File: config.mk
export PLATFORM = sky130hd
export DESIGN_NAME = code_conv_sched
export DESIGN_NICKNAME = d
export VERILOG_FILES = /design/src/rtl/code_conv_sched.sv
export SDC_FILE = /design/constraint.sdc
export NUM_CORES = 1
export LEC_CHECK = 0
export BUFFER_PORTS_ARGS = -buffer_cell sky130_fd_sc_hd__buf_2
export CORE_UTILIZATION = 57
export CTS_CLUSTER_DIAMETER = 40
export DETAILED_ROUTE_END_ITERATION = 6
export PLACE_DENSITY = 0.9
export SLEW_MARGIN = 20
export SYNTH_ARGS = -nofsm -noshare
export SYNTH_HDL_FRONTEND = slang
export SYNTH_SLANG_ARGS = --single-unit
File: constraint.sdc
create_clock -name clk -period 7.1 [get_ports clk]
set_input_delay 1.42 -clock clk [delete_from_list [all_inputs] [get_ports clk]]
set_output_delay 1.42 -clock clk [all_outputs]
set_load 0.03 [all_outputs]
File: src/rtl/code_conv_sched.sv
// Round-robin scheduler for two requesters sharing one BCD->excess-3 / binary->Gray
// converter, with a single registered valid/ready response slot and statistics counters.
module code_conv_sched #(
  parameter int CNT_W = 8
) (
  input  logic             clk,
  input  logic             rst_n,
  input  logic             req_valid_a,
  output logic             req_ready_a,
  input  logic [3:0]       req_data_a,
  input  logic             req_mode_a,
  input  logic             req_valid_b,
  output logic             req_ready_b,
  input  logic [3:0]       req_data_b,
  input  logic             req_mode_b,
  output logic             rsp_valid,
  input  logic             rsp_ready,
  output logic [3:0]       rsp_data,
  output logic             rsp_id,
  output logic             rsp_err,
  input  logic             cnt_clr,
  output logic [CNT_W-1:0] done_cnt_a,
  output logic [CNT_W-1:0] done_cnt_b,
  output logic [CNT_W-1:0] err_cnt
);

  // Handshake: a request transfers on a cycle where req_valid_x and req_ready_x are
  // both high; the response transfers on a cycle where rsp_valid and rsp_ready are both high.

  typedef enum logic {IDLE = 1'b0, BUSY = 1'b1} state_t;

  localparam logic [CNT_W-1:0] CNT_MAX = '1;

  state_t     state, state_nxt;
  logic       prio;        // 0 = A holds priority, 1 = B
  logic       grant_a, grant_b;
  logic       accept;
  logic [3:0] sel_data;
  logic       sel_mode;
  logic [3:0] conv_data;
  logic       conv_err;

  always_comb begin
    state_nxt = state;
    grant_a   = 1'b0;
    grant_b   = 1'b0;
    case (state)
      IDLE: begin
        grant_a = req_valid_a & (~req_valid_b | ~prio);
        grant_b = req_valid_b & (~req_valid_a | prio);
        if (grant_a | grant_b) state_nxt = BUSY;
      end
      BUSY: begin
        if (rsp_ready) state_nxt = IDLE;
      end
      default: state_nxt = IDLE;
    endcase
  end

  assign req_ready_a = (state == IDLE) & grant_a;
  assign req_ready_b = (state == IDLE) & grant_b;
  assign accept      = req_ready_a | req_ready_b;
  assign rsp_valid   = (state == BUSY);

  assign sel_data = grant_b ? req_data_b : req_data_a;
  assign sel_mode = grant_b ? req_mode_b : req_mode_a;

  always_comb begin
    conv_data = 4'b0000;
    conv_err  = 1'b0;
    if (sel_mode) begin
      conv_data = sel_data ^ (sel_data >> 1);
    end else if (sel_data <= 4'd9) begin
      conv_data = sel_data + 4'd3;
    end else begin
      conv_err = 1'b1;
    end
  end

  always_ff @(posedge clk or negedge rst_n) begin
    if (!rst_n) begin
      state    <= IDLE;
      prio     <= 1'b0;
      rsp_data <= 4'b0000;
      rsp_id   <= 1'b0;
      rsp_err  <= 1'b0;
    end else begin
      state <= state_nxt;
      if (accept) begin
        rsp_data <= conv_data;
        rsp_id   <= grant_b;
        rsp_err  <= conv_err;
        prio     <= ~grant_b;
      end
    end
  end

  // Counters saturate; a clear wins over a same-cycle increment.
  always_ff @(posedge clk or negedge rst_n) begin
    if (!rst_n) begin
      done_cnt_a <= '0;
      done_cnt_b <= '0;
      err_cnt    <= '0;
    end else if (cnt_clr) begin
      done_cnt_a <= '0;
      done_cnt_b <= '0;
      err_cnt    <= '0;
    end else if (accept) begin
      if (grant_a && done_cnt_a != CNT_MAX) done_cnt_a <= done_cnt_a + 1'b1;
      if (grant_b && done_cnt_b != CNT_MAX) done_cnt_b <= done_cnt_b + 1'b1;
      if (conv_err && err_cnt != CNT_MAX)   err_cnt    <= err_cnt + 1'b1;
    end
  end

endmodule

==> run metrics, run 1 <==
status finished clean; Setup Skew 0.0123 ns; Post-Place Cells 296; RSZ-0062 raised after global routing false; hold buffers post-CTS 0; die footprint 0.00363 sq mm; # setup viols final 0; drc violations 0; Static Leak 1.08 nW; Initial Util 61.8%; Nets 281; Final Cell Area 0.00227 sq mm; post-synth net total 233; I/O Buffers 48; worst path cell trace buf_2 > nor2b_1 > nor2_1 > mux2i_1 > ha_1 > nor4_1 > o311ai_2 > nor4b_1 > mux2_2; first-pass GRT wire length 6580 microns; Crit. End Element flop; # IOs 49; Cell variety after synth 41; grt ovf 0; Iter 0 DRT Violations 104; Crit Reg-Reg Startpoint rsp_valid$_DFF_PN0_; Worst Hold Class flop to flop; Die X 60.3 microns; ANT cells 0; Tightest Pin Transition 0.845 ns; Synth Flop Type dfrtp_1; slowest stage cell on the critical path nor4b_1; count of pins over their slew limit 0; Via density 5.71; Vias 1,736; fill count 248; Ys Warns 0; VDD IR-drop max 0.148 mV; Pre-Repair DR Iteration Count 4; vias in the first global route 1,536; CTS H-tree depth 2; post-CTS sizing 0; GRT Util Overall 25.2%; clk sinks 32; synthesized cell area 0.00193 sq mm; initial antenna violation count 0; pre-CTS setup slack 2.89 ns; Power Dens Cells 244 mW/mm^2; hpwl dp 3040 microns; CP Max Fanout 12; crit path DAT 4.17 ns; Setup crit start req_valid_a; clk_lat worst skew 0.35 ns; most frequent cells in the layout 48 x buf_2, 32 x dfrtp_1, 28 x nor2_1; Final Cycle Share 55.5%; Reg clk slew, reported paths 0.10 ns; height of the chip 60.3 microns; DR WL/cell 13.9 microns; max-cap violations 0; CTS tree built; post-route ant nets 0; sequential area share after synthesis 41.4%; Tmin final 3.94 ns; syn_area_per_cell 9.17 sq um; Setup CP Type input port to flop; Critical Path RT 7.33 ns; headroom to the max-slew limit 43.6%; number of hold violations in the final report 0; CTS root buf clkbuf_4; hold path startpoint rsp_data[1]$_DFFE_PN0P_; final worst slack 3.16 ns; Final Wtd Congestion 0.889; TNS Setup 0 ns; #FFs+latches synth 32; synthesis-to-layout area growth 17.2%; layout cells sized above 1 24.6%; Fmax 254 MHz; async set-reset flop share out of synthesis 100%; CTS buffer count 5; CTS max path bufs 2; Power, Total 553 uW; dpl cell area 0.00219 sq mm; wirelength, routed 4240 microns; largest net degree at the start of global routing 33; # rows 20; fin cells 304; core area 0.00313 sq mm; largest stage delay on the critical path 0.45 ns; Startpoint Class input port; commonest non-fill, non-tap cell in the layout buf_2; Post-Syn Instances 211; Setup Buffers After CTS 0; EDFF count, synth 0
[worst max-delay path: cells and delay by family]
kind	cells	cell delay [ns]
simple gates	4	1.46
mux	2	0.56
compound gates	1	0.32
fa+ha+maj	1	0.28
buf+inv	1	0.13
[cell type report]
| cell class | instances | area [sq um] | share of cell area [%] |
|---|---|---|---|
| inverter | 10 | 37.5 | 1.66 |
| sequential | 32 | 801 | 35.3 |
| tap | 44 | 55.1 | 2.43 |
| multi-input combinational | 162 | 1050 | 46.5 |
| timing repair buffer | 48 | 240 | 10.6 |
| clock buffer | 5 | 37.5 | 1.66 |
| clock inverter | 3 | 42.5 | 1.88 |
[cells by family after synthesis]
group                    count (synthesis)  share of synthesized area (%)
AO/OA/AOI/OAI                           30                           10.6
XOR/XNOR                                13                           5.89
adder cells (fa/ha/maj)                  6                           3.88
buffers and inverters                   17                           4.14
flip-flops                              32                           41.4
multiplexers                            14                           7.83
AND/OR/NAND/NOR                         99                           26.3
[layer usage]
layer | global-route usage, % | vias to the layer above | share of wire (%)
met1 | 32.4 | 803 | 45
met3 | 5.63 | 11 | 6.3
met4 | 13.6 | 0 | 2.5
met2 | 39.2 | 74 | 46
li1 | - | 848 | -
met5 | 0 | - | 0
[cells in the mapped netlist (2+ instances only)]
cell	number	area, sq um
inv_1	10	37.5
ha_1	6	75.1
nand3_1	14	70.1
nor2_1	28	105
nor3_1	9	45.0
mux2_1	5	56.3
o21ai_0	10	50.1
dfrtp_1	32	801
nand2b_1	6	37.5
nand4_1	4	25.0
a21oi_1	7	35.0
xor2_1	3	26.3
clkbuf_1	4	15.0
and3_1	3	18.8
nor4_1	7	43.8
nand2_1	11	41.3
mux2i_1	5	50.1
or3_1	2	12.5
buf_6	2	22.5
o211ai_1	2	15.0
xnor2_1	10	87.6
mux2_2	4	45.0
nor2b_1	9	56.3
[per-stage QoR]
stage | hold slack [ns] | utilization (%)
floorplan | 0.512 | -
global placement | 0.472 | 69.9
detailed placement | 0.481 | 69.9
CTS | 0.537 | 72.5
global route | 0.555 | 72.5
finish | 0.531 | 72.5
[path summary, 6_finish.rpt]
| kind | end | slack [ns] | cells after the start |
|---|---|---|---|
| max in group asynchronous | err_cnt[7]$_DFFE_PN0P_ | 5.54 | 1 |
| worst min-delay path | rsp_data[1]$_DFFE_PN0P_ | 0.53 | 2 |
| worst min register to register | rsp_data[1]$_DFFE_PN0P_ | 0.53 | 2 |
| min in group asynchronous | done_cnt_b[5]$_DFFE_PN0P_ | 1.10 | 1 |
| worst max register to register | err_cnt[2]$_DFFE_PN0P_ | 3.85 | 8 |
| worst max-delay path | err_cnt[2]$_DFFE_PN0P_ | 3.16 | 9 |
[sequential cells by signal, indices dropped and copies added, names as in the netlist]
name / flops
rsp_err: 1
err_cnt: 8
rsp_valid: 1
prio: 1
done_cnt_b: 8
done_cnt_a: 8
rsp_data: 4
rsp_id: 1
[report_power, final]
part / switching [mW] / internal (mW)
Combinational: 0.128 / 0.0595
Sequential: 0.0188 / 0.206
Clock: 0.0676 / 0.0734
Total: 0.214 / 0.339
No activity file was read; power rests on OpenSTA's default activity.
==> run 2: changes to the inputs <==
--- a/config.mk
+++ b/config.mk
@@ -6,10 +6,10 @@
 export NUM_CORES = 1
 export LEC_CHECK = 0
 export BUFFER_PORTS_ARGS = -buffer_cell sky130_fd_sc_hd__buf_2
-export CORE_UTILIZATION = 57
+export CORE_UTILIZATION = 48
 export CTS_CLUSTER_DIAMETER = 40
 export DETAILED_ROUTE_END_ITERATION = 6
-export PLACE_DENSITY = 0.9
+export PLACE_DENSITY = 0.81
 export SLEW_MARGIN = 20
 export SYNTH_ARGS = -nofsm -noshare
 export SYNTH_HDL_FRONTEND = slang
==> constraint.sdc (replaced) <==
create_clock -name clk -period 3.5 [get_ports clk]
set_input_delay 0.7 -clock clk [delete_from_list [all_inputs] [get_ports clk]]
set_output_delay 0.7 -clock clk [all_outputs]
set_load 0.03 [all_outputs]
==> run 2 against run 1 <==
  * Register-to-register slack lost 3.3 ns
  * Die area grew 18%
  * Flip-flop and latch count is the same
  * Largest power group unchanged
  * Utilization shrank 11 points
  * Combinational power grew 110%
  * Non-clock buffer count grew 4
  * Critical path depth grew 1
  * First-iteration DRC count grew 61%
  * Highest routed layer unchanged
  * Via count shrank 0.17%
==> run metrics, run 2 (synthesis results as in run 1) <==
Crit. End Element flop; Reg clk slew, reported paths 0.07 ns (-0.03 ns); drc violations 0 (unchanged); vias in the first global route 1,545 (+0.59%); status finished clean; largest net degree at the start of global routing 33 (unchanged); post-CTS sizing 0 (unchanged); DR WL/cell 13.6 microns (-2.1%); Tightest Pin Transition 0.897 ns (+0.0525 ns); first-pass GRT wire length 6980 microns (+6.1%); Via density 5.55 (-2.7%); VDD IR-drop max 0.286 mV (+92%); number of hold violations in the final report 0 (unchanged); layout cells sized above 1 25.4% (+0.76 points); synthesis-to-layout area growth 20.4%; height of the chip 65.5 microns (+8.7%); Final Cycle Share 85.3%; Setup CP Type input port to flop; CTS max path bufs 2 (unchanged); Initial Util 51.3% (-11 points); RSZ-0062 raised after global routing false; # setup viols final 0 (unchanged); wirelength, routed 4260 microns (+0.52%); CTS tree built; # rows 22 (+10%); TNS Setup 0 ns (unchanged); commonest non-fill, non-tap cell in the layout buf_2; CTS buffer count 5 (unchanged); hpwl dp 3020 microns (-0.45%); cells on worst reg2reg path 9 (+1); Fmax 335 MHz; # IOs 49 (unchanged); Nets 285 (+1.4%); final worst slack 0.515 ns (-2.64 ns); Pre-Repair DR Iteration Count 4 (unchanged); I/O Buffers 48 (unchanged); Final Wtd Congestion 0.840 (-5.6%); Setup Buffers After CTS 0 (unchanged); CP Max Fanout 12 (unchanged); Setup Skew 0.0100 ns (-0.00228 ns); count of pins over their slew limit 0 (unchanged); most frequent cells in the layout 48 x buf_2, 32 x dfrtp_1, 28 x nor2_1; GRT Util Overall 21.6% (-3.6 points); pre-CTS setup slack 0.242 ns (-2.64 ns); Vias 1,733 (-0.17%); Startpoint Class input port; Crit Reg-Reg Startpoint rsp_valid$_DFF_PN0_; r2r endpoint err_cnt[0]$_DFFE_PN0P_; Tmin final 2.99 ns; initial antenna violation count 0 (unchanged); Iter 0 DRT Violations 167 (+61%); CTS root buf clkbuf_8; crit path DAT 3.15 ns (-1.02 ns); core area 0.00377 sq mm (+21%); CTS H-tree depth 2 (unchanged); grt ovf 0 (unchanged); Critical Path RT 3.67 ns (-3.66 ns); ANT cells 0 (unchanged); Regs by FF count done_cnt_a x8, done_cnt_b x8, err_cnt x8; die footprint 0.00429 sq mm (+18%); Static Leak 1.11 nW (+3.1%); max-cap violations 0 (unchanged); clk_lat worst skew 0.29 ns (-0.06 ns); WHS 0.449 ns (-0.0812 ns); clk sinks 32 (unchanged); Power Dens Cells 513 mW/mm^2 (+110%); headroom to the max-slew limit 40.1% (-3.5 points); Worst Hold Class input port to async pin; hold buffers post-CTS 0 (unchanged); Die X 65.5 microns (+8.7%); reg-to-reg slack, setup 0.59 ns (-3.26 ns); post-route ant nets 0 (unchanged)
run 2: changes by cell type in the layout (fill, tap and decap cells not counted), sizes merged:
cell	delta
buf	+4
clkbuf	+1
clkinvlp	-1
run 2: worst max-delay path, cell delays in order:
cell	delay, ns
buf_2	0.13
nor2b_1	0.14
nor2_1	0.09
buf_4	0.16
mux2i_1	0.27
ha_1	0.26
nor4_1	0.08
o311ai_2	0.78
nor3_1	0.22
mux2_2	0.32
run 2: power by group:
part,switching (mW),leakage [nW],total [mW],internal (mW)
Combinational,0.260,0.627,0.391,0.131
Clock,0.138,0.0552,0.349,0.211
Sequential,0.0368,0.429,0.455,0.419
Total,0.434,1.11,1.20,0.761
run 2: per-layer routing:
layer | track usage (%) | up-vias | wire length (microns)
met4 | 8.15 | 0 | 59
met5 | 0 | - | 0
met1 | 28.6 | 817 | 2080
met2 | 33.8 | 52 | 1910
li1 | - | 859 | -
met3 | 5.56 | 5 | 205
run 2: worst max-delay path by stage:
stage,start,endpoint,slack [ns],cells after the start
floorplan,req_valid_a,err_cnt[3]$_DFFE_PN0P_,0.04,10
global placement,req_valid_a,err_cnt[0]$_DFFE_PN0P_,0.38,9
detailed placement,req_valid_a,err_cnt[0]$_DFFE_PN0P_,0.24,10
CTS,req_valid_a,err_cnt[0]$_DFFE_PN0P_,0.54,10
global route,req_valid_a,err_cnt[0]$_DFFE_PN0P_,0.32,10
finish,req_valid_a,err_cnt[0]$_DFFE_PN0P_,0.51,10
run 2: layout make-up:
cell class / instances / area [sq um]
tap: 48 / 60.1
timing repair buffer: 52 / 270
fill: 351 / 1440
multi-input combinational: 162 / 1050
clock buffer: 6 / 72.6
clock inverter: 2 / 35.0
sequential: 32 / 801
inverter: 10 / 37.5
run 2: per-stage QoR:
step	cells	cell area, sq um	util, %	power [mW]
6_report	312	2330	61.8	1.20
5_1_grt	312	2330	61.8	1.27
4_1_cts	312	2330	61.8	1.21
3_5_place_dp	304	2220	58.9	0.853
3_3_place_gp	304	2220	58.9	0.847
2_1_floorplan	211	1930	-	0.739
==> run 3: changes to the inputs <==
--- a/config.mk
+++ b/config.mk
@@ -10,6 +10,7 @@
 export CTS_CLUSTER_DIAMETER = 40
 export DETAILED_ROUTE_END_ITERATION = 6
 export PLACE_DENSITY = 0.81
+export RECOVER_POWER = 100
 export SLEW_MARGIN = 20
 export SYNTH_ARGS = -nofsm -noshare
 export SYNTH_HDL_FRONTEND = slang
==> run 3 against run 2 <==
  * The run now ends with max-capacitance violations, max-slew violations left
  * Largest cell class unchanged
  * Clock-buffer cell count did not move
  * Routed wire length rose by 0.12%
  * Hold slack improved by 0.049 ns
  * Flip-flop and latch count did not move
  * Critical path type unchanged
  * Worst setup slack got worse by 0.061 ns
==> run metrics, run 3 (synthesis results as in run 1) <==
status finished with violations; failing checks max-capacitance violations, max-slew violations; Vias 1,721 (-0.69%); hold buffers post-CTS 0 (unchanged); drc violations 0 (unchanged); Critical Path RT 3.66 ns (about the same); RSZ-0062 raised after global routing false; height of the chip 65.5 microns (unchanged); commonest non-fill, non-tap cell in the layout clkbuf_1; synthesis-to-layout area growth 17.6%; fill count 370 (+5.4%); post-CTS sizing 0 (unchanged); Tightest Pin Transition 1.67 ns (+0.775 ns); Crit. End Element flop; Regs by FF count done_cnt_a x8, done_cnt_b x8, err_cnt x8; # rows 22 (unchanged); # setup viols final 0 (unchanged); Initial Util 51.3% (unchanged); Nets 285 (unchanged); ANT cells 0 (unchanged); I/O Buffers 48 (unchanged); Tmin final 3.05 ns (+0.0607 ns); slowest stage cell on the critical path o311ai_2; Reg clk slew, reported paths 0.06 ns (about the same); Setup CP Type input port to flop; largest stage delay on the critical path 0.78 ns (about the same); reg-to-reg slack, setup 0.58 ns (about the same); CTS max path bufs 2 (unchanged); TNS Setup 0 ns (unchanged); first-pass GRT wire length 6980 microns (unchanged); GRT Util Overall 21.6% (unchanged); number of hold violations in the final report 0 (unchanged); Setup Buffers After CTS 0 (unchanged); Fmax 328 MHz (-2.0%); post-route ant nets 0 (unchanged); Startpoint Class input port; pre-CTS setup slack 0.242 ns (unchanged); Final Wtd Congestion 0.840 (unchanged); clk_lat worst skew 0.29 ns (about the same); initial antenna violation count 0 (unchanged); hpwl dp 3020 microns (unchanged); CTS root buf clkbuf_8; CTS tree built; # IOs 49 (unchanged); r2r endpoint err_cnt[0]$_DFFE_PN0P_; clk sinks 32 (unchanged); wirelength, routed 4260 microns (+0.12%); end of the critical path err_cnt[0]$_DFFE_PN0P_; Final Cycle Share 87.0% (+1.7 points); die footprint 0.00429 sq mm (unchanged); Die X 65.5 microns (unchanged); core area 0.00377 sq mm (unchanged); grt ovf 0 (unchanged); worst path cell trace clkbuf_1 > nand2b_1 > nor2_1 > buf_4 > mux2i_1 > ha_1 > nor4_1 > o311ai_2 > nor3_1 > mux2_2; Via density 5.52 (-0.69%); crit path DAT 3.21 ns (+0.06 ns); largest net degree at the start of global routing 33 (unchanged); Setup Skew 0.0106 ns (+0.000543 ns); final core utilization 60.3% (-1.5 points); most frequent cells in the layout 38 x clkbuf_1, 32 x dfrtp_1, 28 x nor2_1; DR WL/cell 13.7 microns (+0.12%); max-cap violations 1 (+1); final worst slack 0.454 ns (-0.0607 ns); Setup crit start req_valid_b; VDD IR-drop max 0.286 mV (about the same); CP Max Fanout 12 (unchanged); headroom to the max-slew limit -11.5% (-52 points); vias in the first global route 1,545 (unchanged); CTS buffer count 5 (unchanged); Crit Reg-Reg Startpoint rsp_valid$_DFF_PN0_; Pre-Repair DR Iteration Count 4 (unchanged); Iter 0 DRT Violations 182 (+9.0%); Worst Hold Class flop to flop; count of pins over their slew limit 33 (+33); Power Dens Cells 517 mW/mm^2 (+0.79%); layout cells sized above 1 11.0% (-14 points); CTS H-tree depth 2 (unchanged); Static Leak 0.965 nW (-13%); cells on worst reg2reg path 9 (unchanged)
-- run 3: how the worst min path moves through the flow --
stage	start	to	slack (ns)	cells past startpoint
finish	rsp_err$_DFFE_PN0P_	rsp_err$_DFFE_PN0P_	0.50	2
global route	rsp_err$_DFFE_PN0P_	rsp_err$_DFFE_PN0P_	0.54	2
CTS	rst_n	done_cnt_b[6]$_DFFE_PN0P_	0.48	1
detailed placement	rsp_err$_DFFE_PN0P_	rsp_err$_DFFE_PN0P_	0.49	2
global placement	rsp_err$_DFFE_PN0P_	rsp_err$_DFFE_PN0P_	0.47	2
floorplan	rst_n	done_cnt_a[0]$_DFFE_PN0P_	0.40	0
-- run 3: final cells by class --
class / instances / area (sq um) / share of cell area, %
Tap cell: 48 / 60.1 / 2.64
Inverter: 10 / 37.5 / 1.65
Clock inverter: 2 / 35.0 / 1.54
Sequential cell: 32 / 801 / 35.2
Multi-Input combinational cell: 162 / 1050 / 46.1
Clock buffer: 6 / 72.6 / 3.19
Timing Repair Buffer: 52 / 219 / 9.63
-- run 3: critical path, delay by kind of cell --
family                   cells  cell delay [ns]
AO/OA/AOI/OAI                1             0.78
multiplexers                 2             0.59
AND/OR/NAND/NOR              4             0.52
buffers and inverters        2             0.36
adder cells (fa/ha/maj)      1             0.26
-- run 3: report_power, final --
group          internal [mW]  switching (mW)  total (mW)  leakage (nW)
clock                  0.211           0.137       0.348        0.0552
sequential             0.419          0.0383       0.457         0.429
combinational          0.113           0.258       0.371         0.481
total                  0.743           0.434        1.18         0.965
-- run 3: metal layers --
metal | wire [microns] | vias to the layer above | share of wire (%) | global-route usage [%]
li1 | - | 857 | - | -
met1 | 2080 | 808 | 49 | 28.6
met2 | 1930 | 51 | 45 | 33.8
met3 | 196 | 5 | 4.6 | 5.56
met4 | 59 | 0 | 1.4 | 8.15
met5 | 0 | - | 0 | 0
-- run 3: per-stage QoR --
step | cells | hold slack [ns] | power, mW | area (sq um)
4_1_cts | 312 | 0.476 | 1.21 | 2330
3_5_place_dp | 304 | 0.489 | 0.853 | 2220
3_3_place_gp | 304 | 0.473 | 0.847 | 2220
6_report | 312 | 0.499 | 1.18 | 2270
5_1_grt | 312 | 0.541 | 1.25 | 2270
2_1_floorplan | 211 | 0.404 | 0.739 | 1930
